--- src/rtl/commit_ctrl.sv ---
// In-order retirement sequencer: inspects the reorder-buffer head each cycle and
// retires it with its side effect (RF write, store handshake, flush or halt).
module commit_ctrl #(
    parameter int RoB_WIDTH    = 3,
    parameter int FLUSH_CYCLES = 1
) (
    input  logic                 clk_in,
    input  logic                 rst_in,
    input  logic                 rdy_in,
    input  logic                 head_valid,
    input  logic                 head_ready,
    input  logic [RoB_WIDTH-1:0] head_index,
    input  logic [1:0]           head_type,
    input  logic [4:0]           head_rd,
    input  logic [31:0]          head_value,
    input  logic                 head_mispredict,
    input  logic [31:0]          head_target,
    output logic                 head_pop,
    output logic                 rf_update_en,
    output logic [4:0]           rf_update_reg,
    output logic [RoB_WIDTH-1:0] rf_update_index,
    output logic [31:0]          rf_update_data,
    output logic                 store_req,
    input  logic                 store_ack,
    output logic                 flush_signal,
    output logic [31:0]          flush_pc,
    output logic                 halted,
    output logic [31:0]          commit_count
);

    localparam int CW = (FLUSH_CYCLES < 2) ? 1 : $clog2(FLUSH_CYCLES + 1);

    typedef enum logic [1:0] {
        RUN        = 2'd0,
        STORE_WAIT = 2'd1,
        FLUSH      = 2'd2,
        HALTED     = 2'd3
    } state_t;

    typedef enum logic [1:0] {
        T_REG    = 2'd0,
        T_STORE  = 2'd1,
        T_BRANCH = 2'd2,
        T_HALT   = 2'd3
    } htype_t;

    state_t        state_q, state_d;
    logic [CW-1:0] fcnt_q, fcnt_d;
    logic [31:0]   flush_pc_q, flush_pc_d;
    logic          halted_q, halted_d;
    logic [31:0]   commit_q, commit_d;

    logic pop_c;
    logic wr_c;
    logic store_req_c;
    logic go;

    assign go = rdy_in && head_valid && head_ready;

    always_comb begin
        state_d     = state_q;
        fcnt_d      = fcnt_q;
        flush_pc_d  = flush_pc_q;
        halted_d    = halted_q;
        pop_c       = 1'b0;
        wr_c        = 1'b0;
        store_req_c = 1'b0;

        unique case (state_q)
            RUN: begin
                if (go) begin
                    unique case (htype_t'(head_type))
                        T_REG: begin
                            pop_c = 1'b1;
                            wr_c  = 1'b1;
                        end
                        T_BRANCH: begin
                            pop_c = 1'b1;
                            wr_c  = 1'b1;
                            if (head_mispredict) begin
                                state_d    = FLUSH;
                                fcnt_d     = CW'(FLUSH_CYCLES);
                                flush_pc_d = head_target;
                            end
                        end
                        // The store pops only once the memory unit acknowledges it.
                        T_STORE: state_d = STORE_WAIT;
                        T_HALT: begin
                            pop_c    = 1'b1;
                            state_d  = HALTED;
                            halted_d = 1'b1;
                        end
                        default: ;
                    endcase
                end
            end
            STORE_WAIT: begin
                store_req_c = 1'b1;
                if (rdy_in && store_ack) begin
                    pop_c   = 1'b1;
                    state_d = RUN;
                end
            end
            FLUSH: begin
                if (rdy_in) begin
                    fcnt_d = fcnt_q - CW'(1);
                    if (fcnt_q <= CW'(1)) begin
                        state_d = RUN;
                    end
                end
            end
            HALTED: ;
            default: state_d = RUN;
        endcase

        commit_d = commit_q + 32'(pop_c);
    end

    always_ff @(posedge clk_in or negedge rst_in) begin
        if (!rst_in) begin
            state_q    <= RUN;
            fcnt_q     <= '0;
            flush_pc_q <= '0;
            halted_q   <= 1'b0;
            commit_q   <= '0;
        end else if (rdy_in) begin
            state_q    <= state_d;
            fcnt_q     <= fcnt_d;
            flush_pc_q <= flush_pc_d;
            halted_q   <= halted_d;
            commit_q   <= commit_d;
        end
    end

    // Combinational outputs are gated by reset so everything reads 0 while it is held.
    always_comb begin
        head_pop        = pop_c && rst_in;
        rf_update_en    = wr_c && rst_in && (head_rd != 5'd0);
        rf_update_reg   = '0;
        rf_update_index = '0;
        rf_update_data  = '0;
        if (rf_update_en) begin
            rf_update_reg   = head_rd;
            rf_update_index = head_index;
            rf_update_data  = head_value;
        end
        store_req = store_req_c && rst_in;
    end

    assign flush_signal = (state_q == FLUSH);
    assign flush_pc     = flush_pc_q;
    assign halted       = halted_q;
    assign commit_count = commit_q;

endmodule

--- config.mk ---
export PLATFORM = sky130hd
export DESIGN_NAME = commit_ctrl
export DESIGN_NICKNAME = d
export VERILOG_FILES = /design/src/rtl/commit_ctrl.sv
export SDC_FILE = /design/constraint.sdc
export NUM_CORES = 1
export LEC_CHECK = 0
export BUFFER_PORTS_ARGS = -buffer_cell sky130_fd_sc_hd__buf_2
export CAP_MARGIN = 30
export CORE_UTILIZATION = 44
export DETAILED_ROUTE_END_ITERATION = 10
export PLACE_DENSITY_LB_ADDON = 0.25
export SYNTH_ARGS = -nofsm -noshare
export SYNTH_HDL_FRONTEND = slang
export SYNTH_SLANG_ARGS = --single-unit
--- constraint.sdc ---
create_clock -name clk_in -period 3.1 [get_ports clk_in]
set_input_delay 0 -clock clk_in [delete_from_list [all_inputs] [get_ports clk_in]]
set_output_delay 0 -clock clk_in [all_outputs]
set_load 0.05 [all_outputs]
# Word level (Yosys, flattened, before mapping)
# Cells that the tools add are included.
# totals
register_bits	68
input_bits	81
# op_classes
add_sub_neg	2
magnitude_cmp	1
n_eq_ne	12
mux	21
reduce_logical	18
# ops
cell	n
$add A32 B1 Y32	1
$mux W32	1
$pmux W2 S3	2
$mux W1	10
$reduce_and A5 Y1	2
$mux W2	4
$ne A2 B2 Y1 const B	4
$logic_and A1 B1 Y1	7
$reduce_and A7 Y1	1
$eq A2 B2 Y1 const B	3
$mux W5	1
$reduce_bool A5 Y1	1
$eq A2 B1 Y1 const B	2
$logic_not A2 Y1	2
$ne A4 B2 Y1 const B	1
$pmux W1 S2	2
$reduce_and A4 Y1	1
$mux W3	1
$ne A3 B3 Y1 const B	1
$reduce_bool A3 Y1	1
$reduce_or A3 Y1	1
$ne A2 B1 Y1 const B	1
$reduce_bool A2 Y1	1
$reduce_or A2 Y1	1
other kinds (2)	2

# Longest topological paths before layout
# Gate-level depths: netlist of run 1.
# depth
word_depth	8
ltp_mapped	11
mapped_depth_nobuf	11

# Least setup slack after synthesis of run 1
# Ideal clock, no wire load.
# synth_path
kind	flip-flop to flip-flop
startpoint	reg state_q[0]
endpoint	reg commit_q[28], in the netlist commit_count[28]
setup_ns	0.146
t_arrival_ns	2.138
setup_slack_ns	0.817
stages_incl_launch_ff	12
period_less_slack_ns	2.283
cell_sequence	dfrtp_1 -> inv_1 -> ha_1 -> and4_1 -> o21ai_0 -> nand2_1 -> ha_1 -> ha_1 -> and3_1 -> nand3_4 -> nor4_1 -> xor2_1
# synth_between
elab_chain_cells	3
# synth_lines
element	line	rtl
start: declaration	47	state_t state_q, state_d;
start signal: assignment	127	state_q <= state_d;
$eq A2 B1 Y1 or $logic_not A2 Y1 (tied branches)	69	unique case (state_q)
$pmux W1 S2 (*)	69	
$add A32 B1 Y32 (*)	116	commit_d = commit_q + 32'(pop_c);
end signal: assignment	131	commit_q <= commit_d;
end: declaration	51	logic [31:0] commit_q, commit_d;
# Mark *: on every way between the ends. The rest lies on a longest branch, timed or not.
# A chain may end at the register's enable or synchronous reset.

# Worst setup path after layout of run 1
# layout_path
startpoint	reg state_q[0]
endpoint	reg commit_q[26], in the netlist commit_count[26]
# Same word-level chain as after synthesis.

==> summary.txt, run 1 <==
Floorplan
  – Io pins: 190
  – DIE WIDTH: 89.0 microns
  – Die outline height: around 89 microns
  – Initial Util: 0.456
  – Std cell rows: 31
  – Die area: 7920 sq um
  – Core area: around 7300 sq um

Status
  – Outcome: finished, final reports clean

Placed design
  – DP HPWL: 6.08 mm
  – Number of port buffers: 189
  – GPL Wtd Cong: 0.793

STA
  – Least-Margin Pin Slew: roughly 0.83 ns
  – Period utilization: 0.823
  – Clock Skew: roughly 0.0079 ns
  – Setup TNS after final layout: 0 ns
  – Slew HR: 0.448
  – Setup-failing EPs final: 0
  – RSZ-0062 raised after global routing: false
  – Pins over their slew limit: 0
  – Fmax: ~390 MHz
  – Hold Vio Cnt, Final: 0
  – Final min period: approximately 2.6 ns

Global routing
  – Largest net degree at the start of global routing: 70
  – Total GRT Usage: 0.222
  – Initial antenna violation count: 0
  – First-pass GRT wire length: 13.2 mm
  – Vias in the first global route: approximately 2800
  – Overflow after GRT: 0

Routing
  – Vias: around 2900
  – Total Routed Length: around 9 mm
  – Wirelength per Cell: around 15 microns
  – Drt initial violations: 95
  – 1st-pass router iterations: 4
  – Antenna-violating nets left: 0
  – DR vias/cell: about 4.8
  – Residual DRC: 0

Yosys
  – Synth Warn #: 0
  – Synth Area in Compound Gates: 0.0263
  – Seq cells post-synth: between 60 and 70
  – Post-synthesis cell type count: 36
  – Largest family of logic cells by synthesized area: simple AND/OR/NAND/NOR gates
  – XOR/XNOR share of the synthesized area: 0.0789
  – Syn Area/Cell: between 10 and 15 sq um
  – Simple-gate share of the synthesized area: 0.230
  – Seq/Total Area, Yosys: 0.504
  – Synthesized cell area: around 3300 sq um
  – Yosys top cell area share: 0.504
  – Asr flop ratio synth: 1.00
  – Largest cells by area after synthesis: dfrtp_1, mux2_2, and2_4, xnor2_1, xor2_1
  – Adder-cell share of the synthesized area: 0.0188
  – Mux contribution to synthesized area: 0.115
  – Number of synthesized flops with an enable pin: 0
  – Post-Syn Nets: 355
  – Leading area contributor after synthesis: dfrtp_1
  – Top_reg_cell synth: dfrtp_1
  – Cells after synthesis: ~270

CTS
  – Worst skew pair latency: 0.34 ns
  – TritonCTS Buffers: 9
  – CTS sink count: 67
  – Post-CTS Setup Bufs: 0
  – H-tree levels: 3
  – TritonCTS clock tree: built
  – CTS Root Cell: clkbuf_8
  – Buffer depth of the longest clock path: 2
  – Clock-pin slew on the worst setup and hold paths: ~0.070 ns

Worst setup path
  – CP required: approximately 3.4 ns
  – Crit-path max FO: 9
  – Max stage delay cell, worst path: dfrtp_1
  – Worst path cell trace: inv_1 > ha_1 > and4_1 > o21ai_0 > nand2_1 > ha_1 > ha_1 > and3_1 > nand3_4 > nor4_1 > xor2_1
  – CP Launch Type: flip-flop
  – Most used cell, CP: ha_1
  – Setup crit end kind: flip-flop
  – Crit path buffers/inverters: 1
  – CP top delay family: simple AND/OR/NAND/NOR gates
  – CP max stage delay: 0.41 ns
  – WS Path Type: flip-flop to flip-flop
  – Worst Path Arrival: roughly 2.8 ns

Power and ir drop
  – Pwr/cell area: roughly 600 nW/um^2
  – Max VDD drop: around 0.51 mV
  – Post-route total power: between 3000 and 4000 uW
  – Pleak: about 0.0028 uW

Worst hold path
  – Worst hold path class: input port to flip-flop

Run
  – Max-cap violations: 0

Final layout
  – Share of layout cells above drive strength 1: 0.555
  – P&R area growth vs syn: 48.6%
  – Inserted Diodes: 0
  – Nets: slightly below 600
final timing paths:
kind / slack [ns] / cells after the start / from / to
worst min register to register: 0.48 / 1 / commit_count[31] / commit_count[31]
worst max-delay path: 0.55 / 11 / state_q[0] / commit_count[26]
worst max register to register: 0.55 / 11 / state_q[0] / commit_count[26]
max in group asynchronous: 2.11 / 3 / rst_in / commit_count[28]
min in group asynchronous: 0.47 / 3 / rst_in / flush_pc[11]
worst min-delay path: 0.02 / 3 / rdy_in / commit_count[2]
metrics by stage:
| step | hold WS (ns) | cell area (sq um) | setup WS (ns) | utilization | cells |
|---|---|---|---|---|---|
| 2_1_floorplan | -0.296 | 3330 | 0.817 | - | 269 |
| 3_3_place_gp | 0.211 | 4340 | 0.602 | 0.595 | 549 |
| 3_5_place_dp | 0.221 | 4370 | 0.569 | 0.599 | 550 |
| 4_1_cts | 0.00290 | 4950 | 0.529 | 0.678 | 600 |
| 5_1_grt | 0.0197 | 4950 | 0.278 | 0.678 | 600 |
| 6_report | 0.0213 | 4950 | 0.549 | 0.678 | 600 |
state kept, by name (all words and copies together), names as in the netlist:
signal        cells
state_q           2
commit_count     32
halted            1
flush_pc         32
synthesized netlist by cell type (all sizes together) (2+ instances only):
library cell and n:
buf 9, nor2 3, ha 5, o21ai 5, and3 11, nor3 3, o31a 2, nand4 10
mux2 34, nand3 11, and2 43, o2bb2ai 2, nor4 5, nand2 11, xor2 12, xnor2 18
dfrtp 67, and4 6, inv 6
worst register-to-register path: stages (launching register included):
cell and delay (ns):
dfrtp_1 0.41, inv_1 0.09, ha_1 0.19, and4_1 0.27
o21ai_0 0.11, nand2_1 0.08, ha_1 0.19, ha_1 0.17
and3_1 0.28, nand3_4 0.17, nor4_1 0.34, xor2_1 0.17
repair_timing:
item,in CTS,in global routing
hold endpoints to repair,100,0
resized for setup,0,0
hold buffers,34,0
power by group:
| group | switching [uW] | total, uW | internal [uW] |
|---|---|---|---|
| Clock | 331 | 869 | 537 |
| Sequential | 92.8 | 1110 | 1020 |
| Combinational | 728 | 1040 | 311 |
| Total | 1150 | 3020 | 1860 |
layer usage:
metal  up-vias  global-route usage  routed length (microns)
li1       1390                   -                        -
met1      1365               0.276                     3700
met2        90               0.371                     4550
met3        16              0.0554                      441
met4         0              0.0952                      193
met5         -                   0                        0
placed cells by master (no fill, tap or decap), types with 7 or more instances in the layout:
cell type,instances
xnor2_1,18
xor2_1,12
and2_1,11
nand2_1,11
nand4_1,9
nand3_1,8
and2_4,25
and2_2,7
buf_2,189
clkbuf_8,9
dfrtp_1,67
mux2_2,28
dlygate4sd3_1,34
and3_1,10
kinds of logic after synthesis:
group | Yosys count
AOI/OAI and AO/OA | 12
xor gates and xnor gates | 30
adders and majority gates | 5
buffers and inverters | 15
DFF | 67
muxes | 34
and+or+nand+nor | 106
layout make-up:
cell class | count | area [sq um]
Clock buffer | 10 | 128
Clock inverter | 6 | 113
Fill cell | 579 | 2340
Inverter | 6 | 22.5
Multi-Input combinational cell | 187 | 1560
Sequential cell | 67 | 1680
Tap cell | 99 | 124
Timing Repair Buffer | 225 | 1320
No activity file was read; power rests on OpenSTA's default activity.
==> run 2, diff against run 1 <==
clock period = 2.6 ns   (was 3.1 ns; I/O delays follow)
==> run 2 against run 1 <==
Net effect: die area did not move; first-iteration DRC count is 22% higher; largest power group unchanged; largest cell class unchanged; highest routed layer unchanged; hold slack gained 0.030 ns.
==> summary.txt, run 2 (synthesis results as in run 1) <==
Status
  – Outcome: finished, final reports clean (unchanged)

Power and ir drop
  – Max VDD drop: 0.539 mV (was 0.507 mV)
  – Pwr/cell area: 685 nW/um^2 (was 610 nW/um^2)
  – Clock network power share: 0.247 (was 0.288)
  – Cell Int Power: 2050 uW (was 1860 uW)
  – Flop pwr share: 0.387 (was 0.368)
  – Switch share: 0.398 (was 0.382)
  – Post-route total power: 3410 uW (was 3020 uW)
  – Logic gate share of total power: 0.366 (was 0.345)
  – Net Sw Power: 1360 uW (was 1150 uW)
  – Pleak: 0.00286 uW (was 0.00283 uW)

Floorplan
  – Die area: 7920 sq um (unchanged)
  – DIE WIDTH: 89.0 microns (unchanged)
  – Initial Util: 0.456 (unchanged)
  – Std cell rows: 31 (unchanged)
  – Die outline height: 89.0 microns (unchanged)
  – Core area: 7290 sq um (unchanged)
  – Io pins: 190 (unchanged)

Run
  – Max-cap violations: 0 (unchanged)

Routing
  – Drt initial violations: 116 (was 95)
  – Wirelength per Cell: 15.1 microns (was 14.8 microns)
  – 1st-pass router iterations: 7 (was 4)
  – Antenna-violating nets left: 0 (unchanged)
  – Total Routed Length: 9.07 mm (was 8.88 mm)
  – DR vias/cell: 4.85 (was 4.77)
  – Residual DRC: 0 (unchanged)
  – Vias: 2913 (was 2861)

Worst setup path
  – CP Launch Type: flip-flop (unchanged)
  – WS Path Type: flip-flop to flip-flop (unchanged)
  – CP required: 2.87 ns (was 3.36 ns)
  – R2R cell count: 11 (unchanged)
  – Crit-path max FO: 5 (was 9)
  – FF-to-FF setup slack: 0.15 ns (was 0.55 ns)
  – Worst Path Arrival: 2.71 ns (was 2.81 ns)
  – Setup crit end kind: flip-flop (unchanged)

Final layout
  – Share of layout cells above drive strength 1: 0.568 (was 0.555)
  – Nets: 584 (was 582)
  – P&R area growth vs syn: 49.6% (was 48.6%)
  – Inserted Diodes: 0 (unchanged)
  – Utilization after layout: 0.683 (was 0.678)
  – Most frequent cells in the layout: buf_2, dfrtp_1, dlygate4sd3_1 (unchanged)
  – Commonest non-fill, non-tap cell in the layout: buf_2 (unchanged)

Global routing
  – Gr busiest metal: met2 (unchanged)
  – Met3 GRT Util: 0.0766 (was 0.0554)
  – Total GRT Usage: 0.219 (was 0.222)
  – Initial antenna violation count: 0 (unchanged)
  – First-pass GRT wire length: 12.9 mm (was 13.2 mm)
  – Met2 Resource Use GR: 0.356 (was 0.371)
  – Largest net degree at the start of global routing: 70 (unchanged)
  – Vias in the first global route: 2592 (was 2752)
  – Overflow after GRT: 0 (unchanged)
  – Grt met1 use: 0.263 (was 0.276)

Placed design
  – Number of port buffers: 189 (unchanged)
  – GPL Wtd Cong: 0.816 (was 0.793)
  – DP HPWL: 6.16 mm (was 6.08 mm)
  – Worst slack, placed: 0.0495 ns (was 0.569 ns)

CTS
  – CTS sink count: 67 (unchanged)
  – Worst skew pair latency: 0.34 ns (about the same)
  – Buffer depth of the longest clock path: 2 (unchanged)
  – Clock-pin slew on the worst setup and hold paths: 0.07 ns (about the same)
  – Post-CTS Setup Bufs: 0 (unchanged)
  – CTS Root Cell: clkbuf_8 (unchanged)
  – TritonCTS clock tree: built (unchanged)
  – TritonCTS Buffers: 9 (unchanged)
  – H-tree levels: 3 (unchanged)

STA
  – Least-Margin Pin Slew: 0.849 ns (was 0.827 ns)
  – Fmax: 409 MHz (was 392 MHz)
  – Clock Skew: 0.00775 ns (was 0.00791 ns)
  – Final min period: 2.45 ns (was 2.55 ns)
  – Pins over their slew limit: 0 (unchanged)
  – Period utilization: 0.941 (was 0.823)
  – Slew HR: 0.434 (was 0.448)
  – Hold Vio Cnt, Final: 0 (unchanged)
  – Final WS setup: 0.153 ns (was 0.549 ns)
  – Setup-failing EPs final: 0 (unchanged)

Worst hold path
  – Worst hold path class: input port to flip-flop (unchanged)
  – WHS Path Cells: 3 (unchanged)
run 2: cell count changes in the layout (fill, tap and decap cells not counted), sizes merged:
| cell | change |
|---|---|
| bufinv | -2 |
| clkbuf | +1 |
| clkinvlp | +1 |
| dlygate4sd3 | +1 |
| inv | -1 |
| nand3 | +1 |
run 2: area by class of cell:
type / count / area [sq um]
fillers: 596 / 2310
flip-flops and latches: 67 / 1680
multi-input cells: 188 / 1640
repair buffers: 226 / 1320
clock buffers: 11 / 141
well taps: 99 / 124
clock inverters: 4 / 51.3
inverters: 6 / 22.5
run 2: power groups by stage:
| stage | sequential [uW] | clock, uW | combinational [uW] |
|---|---|---|---|
| 2_1_floorplan | 1870 | 0 | 334 |
| 3_3_place_gp | 1320 | 0 | 1180 |
| 3_5_place_dp | 1330 | 0 | 1200 |
| 4_1_cts | 1310 | 879 | 1250 |
| 5_1_grt | 1340 | 920 | 1320 |
| 6_report | 1320 | 842 | 1250 |
run 2: final timing paths:
kind / from / endpoint
worst max register to register: state_q[1] / commit_count[24]
min in group asynchronous: rst_in / commit_count[9]
worst min register to register: halted / halted
max in group asynchronous: rst_in / flush_pc[28]
worst max-delay path: state_q[1] / commit_count[24]
worst min-delay path: head_type[0] / halted
run 2: critical path: stages (launching register included):
cell	delay [ns]
dfrtp_1	0.41
inv_1	0.10
ha_1	0.19
and4_4	0.25
o21ai_0	0.09
nand2_1	0.10
ha_2	0.20
ha_1	0.17
and3_4	0.24
nand3_4	0.16
nor4_4	0.30
xor2_1	0.17
run 2: repair_timing:
action,4_1_cts,5_1_grt
endpoints found under the setup margin,0,17
hold buffers,35,0
hold endpoints to repair,101,0
resized for setup,0,13
run 2: stage by stage:
stage / setup TNS [ns] / hold slack, ns / area (sq um) / cells
2_1_floorplan: 0 / -0.296 / 3330 / 269
3_3_place_gp: 0 / 0.212 / 4360 / 550
3_5_place_dp: 0 / 0.217 / 4360 / 550
4_1_cts: 0 / 0.0250 / 4900 / 600
5_1_grt: -0.0511 / 0.0365 / 4980 / 601
6_report: 0 / 0.0513 / 4980 / 601
run 2: layer usage:
layer	vias to the layer above	part of all wire
met4	0	0.021
li1	1401	-
met5	-	0
met1	1393	0.41
met2	101	0.51
met3	18	0.060
